[config.mk]
export PLATFORM = sky130hd
export DESIGN_NAME = core_fc1_dense2_argmax
export DESIGN_NICKNAME = d
export VERILOG_FILES = /design/src/rtl/fc1_dense2_pkg.sv /design/src/rtl/fc1_dense2_max2.sv /design/src/rtl/core_fc1_dense2_argmax.sv
export SDC_FILE = /design/constraint.sdc
export NUM_CORES = 1
export LEC_CHECK = 0
export CAP_MARGIN = 15
export CORE_UTILIZATION = 45
export DETAILED_ROUTE_END_ITERATION = 10
export PLACE_DENSITY = 0.73
export REMOVE_ABC_BUFFERS = 1
export SLEW_MARGIN = 30
export SYNTH_ARGS = -nofsm -noshare
export SYNTH_HDL_FRONTEND = slang
export SYNTH_SLANG_ARGS = --single-unit
[constraint.sdc]
create_clock -name clock -period 6.09 [get_ports clock]
set_input_delay 1.218 -clock clock [delete_from_list [all_inputs] [get_ports clock]]
set_output_delay 1.218 -clock clock [all_outputs]
set_load 0.05 [all_outputs]
[src/rtl/fc1_dense2_pkg.sv]
// Shared definitions for the dense-2 argmax classification stage.
package fc1_dense2_pkg;

    localparam int NUM_CLASSES = 30;
    localparam int NUM_PAIRS   = NUM_CLASSES / 2;
    localparam int IDX_W       = $clog2(NUM_CLASSES);
    localparam int SCORE_W     = 32;

    typedef enum logic {
        ACCUM = 1'b0,
        EMIT  = 1'b1
    } state_t;

endpackage

[src/rtl/fc1_dense2_max2.sv]
// Combinational signed max of two scored candidates; ties resolve to operand a.
module fc1_dense2_max2 #(
    parameter int DWIDTH = fc1_dense2_pkg::SCORE_W,
    parameter int IDX_W  = fc1_dense2_pkg::IDX_W
) (
    input  logic signed [DWIDTH-1:0] a_score,
    input  logic        [IDX_W-1:0]  a_idx,
    input  logic signed [DWIDTH-1:0] b_score,
    input  logic        [IDX_W-1:0]  b_idx,
    output logic signed [DWIDTH-1:0] max_score,
    output logic        [IDX_W-1:0]  max_idx
);

    logic b_wins;

    assign b_wins    = (b_score > a_score);
    assign max_score = b_wins ? b_score : a_score;
    assign max_idx   = b_wins ? b_idx : a_idx;

endmodule

[src/rtl/core_fc1_dense2_argmax.sv]
// Pops even/odd class score pairs from two filter FIFOs, tracks the running
// maximum per image and pushes the winning class index to the result FIFO.
module core_fc1_dense2_argmax
    import fc1_dense2_pkg::state_t, fc1_dense2_pkg::ACCUM, fc1_dense2_pkg::EMIT;
#(
    parameter int DWIDTH    = fc1_dense2_pkg::SCORE_W,
    parameter int NUM_PAIRS = fc1_dense2_pkg::NUM_PAIRS,
    parameter int IDX_W     = fc1_dense2_pkg::IDX_W
) (
    input  logic              clock,
    input  logic              reset,
    input  logic [DWIDTH-1:0] ff_rdata0,
    input  logic [DWIDTH-1:0] ff_rdata1,
    input  logic              ff_empty0,
    input  logic              ff_empty1,
    output logic              ff_rdreq,
    output logic [DWIDTH-1:0] ff_wdata,
    output logic              ff_wrreq,
    input  logic              ff_full
);

    localparam int CNT_W = (NUM_PAIRS > 1) ? $clog2(NUM_PAIRS) : 1;
    localparam logic [CNT_W-1:0] LAST_PAIR = CNT_W'(NUM_PAIRS - 1);

    state_t                    state_reg, state_next;
    logic [CNT_W-1:0]          cnt_reg, cnt_next;
    logic signed [DWIDTH-1:0]  best_score_reg, best_score_next;
    logic [IDX_W-1:0]          best_idx_reg, best_idx_next;
    logic [DWIDTH-1:0]         wdata_reg, wdata_next;

    logic [IDX_W-1:0]          even_idx, odd_idx;
    logic signed [DWIDTH-1:0]  local_score, run_score, sel_score;
    logic [IDX_W-1:0]          local_idx, run_idx, sel_idx;
    logic                      first_pair, last_pair;

    assign even_idx = IDX_W'({cnt_reg, 1'b0});
    assign odd_idx  = IDX_W'({cnt_reg, 1'b1});

    fc1_dense2_max2 #(.DWIDTH(DWIDTH), .IDX_W(IDX_W)) u_pair_max (
        .a_score   (ff_rdata0),
        .a_idx     (even_idx),
        .b_score   (ff_rdata1),
        .b_idx     (odd_idx),
        .max_score (local_score),
        .max_idx   (local_idx)
    );

    // Best is operand a so an equal later score never displaces an earlier class.
    fc1_dense2_max2 #(.DWIDTH(DWIDTH), .IDX_W(IDX_W)) u_best_max (
        .a_score   (best_score_reg),
        .a_idx     (best_idx_reg),
        .b_score   (local_score),
        .b_idx     (local_idx),
        .max_score (run_score),
        .max_idx   (run_idx)
    );

    assign first_pair = (cnt_reg == '0);
    assign last_pair  = (cnt_reg == LAST_PAIR);
    assign sel_score  = first_pair ? local_score : run_score;
    assign sel_idx    = first_pair ? local_idx : run_idx;
    assign ff_wdata   = wdata_reg;

    always_ff @(posedge clock or posedge reset) begin
        if (reset) begin
            state_reg      <= ACCUM;
            cnt_reg        <= '0;
            best_score_reg <= '0;
            best_idx_reg   <= '0;
            wdata_reg      <= '0;
        end else begin
            state_reg      <= state_next;
            cnt_reg        <= cnt_next;
            best_score_reg <= best_score_next;
            best_idx_reg   <= best_idx_next;
            wdata_reg      <= wdata_next;
        end
    end

    always_comb begin
        state_next      = state_reg;
        cnt_next        = cnt_reg;
        best_score_next = best_score_reg;
        best_idx_next   = best_idx_reg;
        wdata_next      = wdata_reg;
        ff_rdreq        = 1'b0;
        ff_wrreq        = 1'b0;

        case (state_reg)
            ACCUM: begin
                if (!reset && !ff_empty0 && !ff_empty1) begin
                    ff_rdreq        = 1'b1;
                    best_score_next = sel_score;
                    best_idx_next   = sel_idx;
                    if (last_pair) begin
                        wdata_next = DWIDTH'(sel_idx);
                        cnt_next   = '0;
                        state_next = EMIT;
                    end else begin
                        cnt_next = cnt_reg + CNT_W'(1);
                    end
                end
            end
            EMIT: begin
                if (!reset && !ff_full) begin
                    ff_wrreq   = 1'b1;
                    state_next = ACCUM;
                end
            end
        endcase
    end

endmodule

==> results.ini <==
[worst_setup_path]
reg2reg_depth=11
cp_slowest_cell=clkdlybuf4s50_1
critPathMaxFanout=16
cp-end-kind=flip-flop
critPathMaxStageDelay_ns=0.47
cp-start-kind=input pin
worstSetupPathType=in -> reg
worst_ep_arrival_time_ns=6.04
required_ns=6.30
path_cells=clkdlybuf4s50_1 > inv_1 > ha_1 > a21oi_1 > nand2_1 > a221o_1 > a211oi_1 > o2111ai_1 > o211ai_4 > buf_12 > mux2_4 > ha_1 > nand4_1 > nor2_1 > a221oi_1 > a31oi_1 > a21oi_2 > o21ai_4 > a21oi_4 > buf_12 > mux2_2

[routing]
dr.pass1.iters=4
via_per_inst=4.97
drtIter0Drc=71
drc_errors=0
ant_nets=0
vias=3206
wl_per_cell_um=13.7
drt_wl_total_um=8860

[placed_design]
dp_hpwl_um=7300
port_buffers=75
placed_cells=637
routabilityCongestion=0.807

[timing]
fin_skew_ns=0.00972
finalHoldViolCount=0
hold_ws_ns=0.509
rsz0062_at_grt=false
setup_viol=0
period_needed_ns=5.83
tns_ns=0
fin_crit_sh=0.957
tightest_slew_ns=0.594
fmax_mhz=172
final_max_slew_viol_count=0
slew-limit-headroom=0.604

[synth]
seq_area_frac_synth=0.273
synth-edff-count=0
synth_commonest_cells=inv_1, ha_1, mux2_4
synth_flop_cell=dfrtp_1
synth_largest_area_cell=dfrtp_1
yosys_warnings=0
ys_async_sr_fraction=1.00
yosysMostFrequentCell=inv_1
avgSynthCellArea_sq_um=10.1
syn_area_sq_um=4310
synth_area_leaders=dfrtp_1, mux2_4, ha_1
syn_inst=426
synth_top_area_frac=0.273
synthDistinctLibCells=46
synth_seq_cells=47

[die]
row_count=35
coreArea_sq_um=9240
dieWidth_um=99.9
die_y_um=99.9
die_area_sq_um=9980
top_level_ports=103
start_util=0.467

[grt]
grt_overflow=0
track_usage=0.186
antenna_found_initial=0
grt_max_degree=48
grt_pass1_vias=3311
grt_pass1_wl_um=14800

[hold_path]
hold_class=reg -> reg
min_path_cells=1

[clocking]
clock-sinks=47
cts.htree.levels=2
insertion_delay_ns=0.31
cts_buffer_depth=2
ctsHoldBuffers=0
clk_pin_slew_ns=0.10
cts-root-buf=clkbuf_8
cts_tree=yes
post_cts_buffers=0
post_cts_resized=0
cts_made_buffers=5

[power_and_ir_drop]
power_uw=1710
max-vdd-ir-drop_uv=160
power_leakage_uw=0.00271
power_density_nw_per_um2=319

[status]
run_status=finished clean

[layout]
multi_input_area_sq_um=2700
syn_to_final_growth_pct=24.4
diodes=0
seq_area_sq_um=1180
fill_cells=794
final_cells=645
layout-drive-gt1-share=0.186
num-nets-final=648
largest_reg_flops=32

[job]
cap_viol_max_count=0

critical path, delay by kind of cell:
kind,cells,cell delay (ns)
compound gates,10,2.21
mux,2,0.67
fa+ha+maj,2,0.63
buf+inv,4,0.94
simple gates,3,0.35
logic make-up after synthesis:
logic type | Yosys count | synth area share
muxes | 65 | 0.216
buffers and inverters | 114 | 0.133
AOI/OAI and AO/OA | 71 | 0.111
and+or+nand+nor | 64 | 0.0804
other | 1 | 0.000870
adders and majority gates | 64 | 0.186
DFF | 47 | 0.273
metal layers:
metal  track usage  wire, um
met3        0.0251       281
met4        0.0498       117
met1         0.220      3820
met5             0         0
met2         0.352      4640
final timing paths:
kind,endpoint,start,slack [ns]
hold / removal,best_score_reg[10],best_score_reg[10],0.51
setup / recovery,best_score_reg[31],ff_rdata0[10],0.26
max in group asynchronous,best_score_reg[16],reset,4.29
min in group asynchronous,ff_wdata[1],reset,1.38
setup reg to reg,best_score_reg[31],best_score_reg[30],3.38
hold reg to reg,best_score_reg[10],best_score_reg[10],0.51
final cells by class:
type | instances | share of cell area
clock buffers | 5 | 0.0128
clock inverters | 3 | 0.00863
inverters | 79 | 0.0558
multi-input cells | 291 | 0.503
flip-flops and latches | 47 | 0.219
well taps | 129 | 0.0301
repair buffers | 91 | 0.170
power by group:
group	leakage [uW]	internal, uW	switching, uW
clock network	0.0000548	124	122
logic	0.00209	480	442
registers	0.000569	452	91.2
cell usage in the layout, fill, tap and decap left out, types with 3 or more instances in the layout:
cell type,instances
clkbuf_8,5
o21ai_0,12
a31oi_1,6
buf_4,12
a2bb2oi_1,3
dfrtp_1,47
nand3_1,10
mux2i_1,3
nor2_1,9
nand4_1,13
a21o_1,6
mux2_4,54
mux2_1,3
ha_1,64
mux2_2,5
nand2_1,18
conb_1,27
a21oi_1,22
inv_1,77
nor4_1,3
clkdlybuf4s50_1,75
buf_12,3
per-stage QoR:
stage	setup WS [ns]	instance area (sq um)	util
6_report	0.261	5360	0.581
5_1_grt	0.0135	5360	0.581
4_1_cts	0.142	5330	0.577
3_5_place_dp	-0.176	5210	0.564
3_3_place_gp	-0.0820	5210	0.564
2_1_floorplan	-0.634	4130	-
Power figures use the tool's default switching activity.
